`src/rtl/mantissa_shift_sequencer_pkg.sv`:
```
// Shared definitions for the mantissa shift sequencer: state encoding,
// shift-register mode codes and the alignment saturation helpers.
// Optional build macro used by the top module: SHIFT_SEQ_ABORT_EN.
package shift_seq_pkg;

  typedef enum logic [2:0] {
    ST_IDLE    = 3'd0,
    ST_LOAD    = 3'd1,
    ST_SHIFT_R = 3'd2,
    ST_SHIFT_L = 3'd3,
    ST_DONE    = 3'd4
  } state_e;

  // Mode codes understood by the PIPO bidirectional shift register.
  localparam logic [1:0] SR_HOLD  = 2'b00;
  localparam logic [1:0] SR_RIGHT = 2'b01;
  localparam logic [1:0] SR_LEFT  = 2'b10;
  localparam logic [1:0] SR_LOAD  = 2'b11;

  localparam int unsigned MANT_W = 24;

  // Beyond width+2 right shifts every mantissa bit already sits in
  // guard, round or sticky, so further shifting changes nothing.
  function automatic int unsigned align_max(input int unsigned width);
    return width + 2;
  endfunction

  localparam int unsigned ALIGN_MAX = align_max(MANT_W);

  function automatic int unsigned sat_amount(input int unsigned amt,
                                             input int unsigned cap);
    return (amt > cap) ? cap : amt;
  endfunction

endpackage

```
`src/rtl/mantissa_shift_sequencer_step_counter.sv`:
```
// Loadable down-counter with a terminal-count flag. The sequencer loads it
// with the effective alignment amount and decrements it once per right
// shift; tc marks the last shift.
module shift_step_counter #(
  parameter int CW = 5
) (
  input  logic          clk,
  input  logic          rst,
  input  logic          load,
  input  logic [CW-1:0] load_val,
  input  logic          en,
  output logic [CW-1:0] count,
  output logic          tc
);

  logic [CW-1:0] count_d;
  logic [CW-1:0] count_q;

  // Next count: load wins over decrement; never wraps below zero.
  always_comb begin
    count_d = count_q;
    if (load) begin
      count_d = load_val;
    end else if (en && (count_q != '0)) begin
      count_d = count_q - CW'(1);
    end
  end

  // Count register with synchronous reset.
  always_ff @(posedge clk) begin
    if (rst) begin
      count_q <= '0;
    end else begin
      count_q <= count_d;
    end
  end

  assign count = count_q;
  assign tc    = (count_q == CW'(1));

endmodule

```
`src/rtl/mantissa_shift_sequencer.sv`:
```
// Control FSM for the 24-bit PIPO bidirectional mantissa shift register of
// the floating-point adder. Loads a mantissa, then right-shifts it by the
// (saturated) exponent difference for alignment, or left-shifts it until the
// hidden-bit position is set for normalization, reporting the shift count.
// Optional build macro: SHIFT_SEQ_ABORT_EN adds the abort input and the
// aborted status output.
//
// state      | meaning
// -----------+------------------------------------------------------------
// ST_IDLE    | waiting for start; S=hold, busy low
// ST_LOAD    | S=load for one cycle; register holds the mantissa next cycle
// ST_SHIFT_R | alignment: S=right while the step counter runs down
// ST_SHIFT_L | normalization: S=left until msb set, zero, or count limit
// ST_DONE    | one-cycle done pulse, then back to idle
module mantissa_shift_sequencer
  import shift_seq_pkg::*;
#(
  parameter int WIDTH   = 24,
  parameter int SHAMT_W = 8,
  parameter int CNT_W   = 5
) (
  input  logic               Clk,
  input  logic               Clear,
  input  logic               start,
  input  logic               mode,
  input  logic [SHAMT_W-1:0] shamt,
  input  logic               msb_in,
  input  logic               zero_in,
`ifdef SHIFT_SEQ_ABORT_EN
  input  logic               abort,
  output logic               aborted,
`endif
  output logic [1:0]         S,
  output logic               busy,
  output logic               done,
  output logic [CNT_W-1:0]   lcount,
  output logic               zero_flag
);

  localparam int unsigned AMAX   = align_max(WIDTH);
  localparam int          STEP_W = $clog2(AMAX + 1);

  state_e             state_d, state_q;
  logic               mode_d, mode_q;
  logic [CNT_W-1:0]   lcount_d, lcount_q;
  logic               zero_flag_d, zero_flag_q;
  logic [1:0]         s_code;
  logic               step_load;
  logic               step_en;
  logic [STEP_W-1:0]  step_count;
  logic               step_tc;
  logic [STEP_W-1:0]  amt_eff;
  logic               abort_req;

`ifdef SHIFT_SEQ_ABORT_EN
  assign abort_req = abort;
`else
  assign abort_req = 1'b0;
`endif

  // Saturate the requested exponent difference before it reaches the counter.
  assign amt_eff = STEP_W'(sat_amount(32'(shamt), AMAX));

  shift_step_counter #(
    .CW (STEP_W)
  ) u_step_counter (
    .clk      (Clk),
    .rst      (Clear),
    .load     (step_load),
    .load_val (amt_eff),
    .en       (step_en),
    .count    (step_count),
    .tc       (step_tc)
  );

  // Next-state, mode code and status updates; SHIFT_L decides from the
  // register contents seen this cycle.
  always_comb begin
    state_d     = state_q;
    mode_d      = mode_q;
    lcount_d    = lcount_q;
    zero_flag_d = zero_flag_q;
    s_code      = SR_HOLD;
    step_load   = 1'b0;
    step_en     = 1'b0;
    case (state_q)
      ST_IDLE: begin
        if (start) begin
          mode_d      = mode;
          lcount_d    = '0;
          zero_flag_d = 1'b0;
          step_load   = 1'b1;
          state_d     = ST_LOAD;
        end
      end
      ST_LOAD: begin
        s_code = SR_LOAD;
        if (mode_q) begin
          state_d = ST_SHIFT_L;
        end else if (step_count == '0) begin
          state_d = ST_DONE;
        end else begin
          state_d = ST_SHIFT_R;
        end
      end
      ST_SHIFT_R: begin
        if (abort_req) begin
          state_d = ST_DONE;
        end else begin
          s_code  = SR_RIGHT;
          step_en = 1'b1;
          if (step_tc) begin
            state_d = ST_DONE;
          end
        end
      end
      ST_SHIFT_L: begin
        if (abort_req) begin
          state_d = ST_DONE;
        end else if (zero_in) begin
          zero_flag_d = 1'b1;
          state_d     = ST_DONE;
        end else if (msb_in || (lcount_q == CNT_W'(WIDTH - 1))) begin
          state_d = ST_DONE;
        end else begin
          s_code   = SR_LEFT;
          lcount_d = lcount_q + CNT_W'(1);
        end
      end
      ST_DONE: begin
        state_d = ST_IDLE;
      end
      default: begin
        state_d = ST_IDLE;
      end
    endcase
  end

  // State and status registers; Clear drops any transfer in flight.
  always_ff @(posedge Clk) begin
    if (Clear) begin
      state_q     <= ST_IDLE;
      mode_q      <= 1'b0;
      lcount_q    <= '0;
      zero_flag_q <= 1'b0;
    end else begin
      state_q     <= state_d;
      mode_q      <= mode_d;
      lcount_q    <= lcount_d;
      zero_flag_q <= zero_flag_d;
    end
  end

`ifdef SHIFT_SEQ_ABORT_EN
  logic aborted_d, aborted_q;

  // Aborted status: cleared by a new start, set on the abort that ends a shift.
  always_comb begin
    aborted_d = aborted_q;
    if ((state_q == ST_IDLE) && start) begin
      aborted_d = 1'b0;
    end else if (((state_q == ST_SHIFT_R) || (state_q == ST_SHIFT_L)) && abort) begin
      aborted_d = 1'b1;
    end
  end

  // Aborted status register.
  always_ff @(posedge Clk) begin
    if (Clear) begin
      aborted_q <= 1'b0;
    end else begin
      aborted_q <= aborted_d;
    end
  end

  assign aborted = aborted_q;
`endif

  // Clear forces the register into hold and the handshake low immediately.
  assign S         = Clear ? SR_HOLD : s_code;
  assign busy      = ~Clear & (state_q != ST_IDLE);
  assign done      = ~Clear & (state_q == ST_DONE);
  assign lcount    = lcount_q;
  assign zero_flag = zero_flag_q;

endmodule
```
`config.mk`:
```
export PLATFORM = sky130hd
export DESIGN_NAME = mantissa_shift_sequencer
export DESIGN_NICKNAME = d
export VERILOG_FILES = /design/src/rtl/mantissa_shift_sequencer_pkg.sv /design/src/rtl/mantissa_shift_sequencer_step_counter.sv /design/src/rtl/mantissa_shift_sequencer.sv
export SDC_FILE = /design/constraint.sdc
export NUM_CORES = 1
export LEC_CHECK = 0
export CAP_MARGIN = 20
export CELL_PAD_IN_SITES_DETAIL_PLACEMENT = 0
export CELL_PAD_IN_SITES_GLOBAL_PLACEMENT = 1
export CORE_MARGIN = 8
export CORE_UTILIZATION = 36
export DETAILED_ROUTE_END_ITERATION = 12
export PLACE_DENSITY = 0.91
export RECOVER_POWER = 50
export SLEW_MARGIN = 20
export SYNTH_ARGS = -nofsm -noshare
export SYNTH_HDL_FRONTEND = slang
export SYNTH_SLANG_ARGS = --single-unit
```
`constraint.sdc`:
```
create_clock -name Clk -period 3.7 [get_ports Clk]
set_clock_uncertainty 0.1 [all_clocks]
set_input_delay 0.37 -clock Clk [delete_from_list [all_inputs] [get_ports Clk]]
set_output_delay 0.37 -clock Clk [all_outputs]
set_load 0.02 [all_outputs]
```
After elaboration in Yosys (flattened, before gate mapping)
Index checks and enable logic that the tools add are counted.

storage, ports and cells
  register bits after elaboration = 15
  input bits = 14
  output and inout port bits = 10
  word-level logic and storage cells = 59

cells by class
  add/sub/neg operators = 2
  order comparisons = 1
  equal/unequal tests = 12
  multiplexer cells = 24
  bitwise logic cells = 3
  reductions and logical operators = 12

operators with widths
  kind                   count
  $mux W5                6
  $mux W3                6
  $pmux W3 S4            1
  $ne A2 B2 Y1 const B   5
  $pmux W5 S2            1
  $gt A8 B5 Y1 const B   1
  $eq A3 B2 Y1 const B   2
  $mux W2                3
  $pmux W2 S3            1
  $reduce_and A3 Y1      2
  $add A5 B1 Y5 const B  1
  $eq A5 B1 Y1 const B   1
  $eq A5 B5 Y1 const B   1
  $logic_not A5 Y1       1
  $mux W1                5
  $reduce_bool A5 Y1     1
  $sub A5 B1 Y5 const B  1
  $reduce_and A4 Y1      1
  $reduce_bool A2 Y1     2
  $eq A3 B1 Y1 const B   1
  $eq A3 B3 Y1 const B   1
  $logic_not A3 Y1       1
  $ne A3 B3 Y1 const B   1
  $reduce_bool A3 Y1     1
  6 further kinds        7

Depth between registers and ports, before layout
  depth in word-level cells = 6
  mapped depth = 6
  mapped depth without buffers = 6

By module
A second synthesis with hierarchy kept.

second synthesis, totals
  cells, all modules = 125
  area total of the unflattened synthesis = 1032.2 um^2

by module, submodules not included
  module                    times used  cells each  area each (um^2)  seq. area each (um^2)
  mantissa_shift_sequencer  1           85          699.4             200.2
  shift_step_counter        1           40          332.8             100.1

Worst setup path after synthesis
No wires, ideal clock.

  kind = register -> output
  start = register lcount_q[0], in the netlist lcount[0]
  end = output S[1]
  data arrival time = 2.013 ns
  data required time = 3.230 ns
  slack = 1.217 ns
  cell stages (with the launch flop) = 5
  buffers on the path = 0
  path through = dfxtp_1 > ha_1 > nand4b_1 > nand2_1 > a2111oi_0

on the way
  cells in the longest elaborated chain, start to end = 6

ends and longest elaborated chain
  element                 line                             RTL
  start, declared         mantissa_shift_sequencer.sv:45   logic [CNT_W-1:0] lcount_d, lcount_q;
  start signal, assigned  mantissa_shift_sequencer.sv:149  lcount_q <= lcount_d;
  $eq A5 B5 Y1            mantissa_shift_sequencer.sv:123  end else if (msb_in || (lcount_q == CNT_W'(WIDTH - 1))) begin
  $logic_or A1 B1 Y1      mantissa_shift_sequencer.sv:123
  $mux W2                 mantissa_shift_sequencer.sv:123
  $mux W2                 mantissa_shift_sequencer.sv:120  end else if (zero_in) begin
  $pmux W2 S3             mantissa_shift_sequencer.sv:86   case (state_q)
  $mux W2                 mantissa_shift_sequencer.sv:180  assign S = Clear ? SR_HOLD : s_code;
  end, declared           mantissa_shift_sequencer.sv:33   output logic [1:0] S,

Every way passes these cells.

Worst setup path in the final report
Ends and elaborated chain as after synthesis.

==> flow_summary.yaml <==
run_status:
  status: "completed"
clock_tree:
  postCtsSetupRepairBufs: 0
  clk_pin_slew_ns: 0.10
  clockBufferDepth: 2
  ctsHtreeMaxLevel: 1
  cts_sinks: 15
  cts_resized: 0
  clock_latency_ns: 0.29
  tritoncts: "done"
  root_buffer: "clkbuf_4"
  numCtsBuffers: 3
  hold_buffers: 0
critical_path:
  critPathBufInv: 1
  critPathMaxFanout: 4
  reg2reg_to: "lcount[3]"
  worstSetupPathType: "reg2out"
  startpoint: "lcount[0]"
  startpoint_type: "flip-flop"
  worst-path-stages: 5
  rr_startpoint: "state_q[1]"
  cpPeakStageDelay_ns: 0.70
  endpoint_kind: "output port"
  worstRegToRegCells: 4
  cp_top_family: "buffers and inverters"
  cpMaxStageDelayCell: "clkdlybuf4s50_1"
  worst_ep_required_time_ns: 3.23
  cp.arrival_ns: 2.31
  rrSetupSlack_ns: 1.08
  path_cells: "ha_1, nand4b_1, nand2_1, a2111oi_0, clkdlybuf4s50_1"
  critPathCapture: "S[1]"
route:
  dr.pass1.iters: 4
  detail_route.vias_per_cell: 5.50
  dr_wl_met3_um: 126
  ant_nets: 0
  wl_um: 2130
  route.vias.total: 864
  highest_layer: "met4"
  drt_iter0_markers: 48
  post_drt_wl_per_cell_um: 13.6
  drt-met1-wl_um: 981
  drc_errors: 0
  wl_met2_um: 965
layout:
  drive_above_1_share_pct: 6.30
  diodes: 0
  post-route-util_pct: 47.3
  syn_to_final_growth_pct: 28.4
  nets: 145
yosys:
  synth_top_area_share_pct: 34.1
  synth.most_common_cell: "dfxtp_1"
  yosysWarnings: 0
  synth_seq_cells: 15
  netlist_instances: 105
  netlist_area_sq_um: 880
  synth_area_per_cell_sq_um: 8.38
  yosysUniqueCellTypes: 38
  ys_dominant_reg_cell: "dfxtp_1"
  netlist_top_cells_area: "dfxtp_1 34%, nor3_1 5.1%, a21oi_1 4.6%, ha_1 4.3%, nor2_1 3.8%"
  yosys-top-cells-count: "15 x dfxtp_1, 9 x nor2_1, 9 x nor3_1"
  ys_seq_area_share_pct: 34.1
  synth_edf_count: 0
  yosysTopAreaCell: "dfxtp_1"
  async_flop_share_pct: 0
  syn_nets: 122
floorplan:
  start_util_pct: 36.8
  die_area_sq_um: 4280
  core-area_sq_um: 2390
  die_h_um: 65.4
  rows: 18
  top_level_ports: 24
  die_width_um: 65.4
power:
  p_per_area_nw_per_um2: 608
  p_leak_nw: 0.402
  ir_drop_uv: 297
sta:
  fmax_ghz: 0.359
  finalHoldViolCount: 0
  setup_slack_ns: 0.916
  setup_tns_ns: 0
  rsz0062_at_grt: "no"
  worst_pin_slew_ns: 1.32
  relSlewSlack_pct: 11.1
  finalSetupViolations: 0
  period_needed_ns: 2.78
  slew_viol_final: 0
  finalCritPeriodShare_pct: 75.3
grt:
  grt_pass1_vias: 821
  grt_overflow: 0
  antenna_found_initial: 0
  grt_max_degree: 15
  track_usage_pct: 10.9
  grt_pass1_wl_um: 3680
hold_path:
  hold_path.class: "reg2reg"
placement:
  dp_hpwl_um: 1670
  gp_congestion: 0.762
  io_buffers: 23
  pre_cts_ws_ns: 0.932
job:
  drv_cap: 0
## worst register-to-register path: stages (launching register included)
cell and delay, ns:
dfxtp_1 0.42, nor4b_1 1.14, a31oi_1 0.31, or3_1 0.44, a21oi_1 0.14
## worst min path at each step
| stage | startpoint | to | cells past startpoint |
|---|---|---|---|
| floorplan | mode_q | mode_q | 2 |
| global placement | zero_flag | zero_flag | 2 |
| detailed placement | zero_flag | zero_flag | 2 |
| CTS | mode_q | mode_q | 2 |
| global route | zero_flag | zero_flag | 2 |
| finish | zero_flag | zero_flag | 2 |
## flip-flops by register name, summed over array words and instances, names as in the netlist
register / count
state_q: 3
lcount: 5
mode_q: 1
u_step_counter.count: 5
zero_flag: 1
## per-layer routing
metal / GRT usage [%] / vias to the layer above
met5: 0 / -
met4: 7.36 / 0
met3: 3.23 / 5
met2: 16.7 / 24
met1: 12.9 / 388
li1: - / 447
## power breakdown
group	internal [mW]	switching, mW
Combinational	0.151	0.176
Sequential	0.202	0.0607
Clock	0.0419	0.0550
## kinds of logic (layout without fill, tap and decap cells)
kind of cell	after synthesis	in the layout	synth area share (%)
and+or+nand+nor	44	44	29.6
DFF	15	15	34.1
AOI/OAI and AO/OA	28	28	22.2
muxes	1	1	1.14
adders and majority gates	3	3	4.27
buffers and inverters	10	32	4.69
xor gates and xnor gates	4	4	3.98
## through the flow
stage / hold WS, ns / power, mW / area [sq um] / cells
after global routing: 0.429 / 0.746 / 1130 / 157
after floorplan: 0.355 / 0.511 / 880 / 105
after CTS: 0.395 / 0.708 / 1150 / 157
after detailed placement: 0.380 / 0.612 / 1120 / 153
final: 0.385 / 0.686 / 1130 / 157
after global placement: 0.355 / 0.604 / 1120 / 153
## placed cells by master (no fill, tap or decap), types with 2 or more instances in the layout
master	n
inv_1	5
nand2_1	5
nand3_1	5
o211ai_1	2
xor2_1	3
a211oi_1	2
or3_1	4
nor3_1	9
a31oi_1	5
a21oi_1	8
a2111oi_0	3
ha_1	3
dlygate4sd3_1	6
dfxtp_1	15
nor2_1	9
nor4b_1	2
clkdlybuf4s50_1	17
clkbuf_4	3
o21ai_0	3
## area by class of cell
type                            instances  area, sq um
Timing Repair Buffer                   23          230
Fill cell                             253         1260
Sequential cell                        15          300
Multi-Input combinational cell         80          517
Inverter                                5         18.8
Tap cell                               30         37.5
Clock buffer                            4         26.3
(Power assumes the default switching activity.)
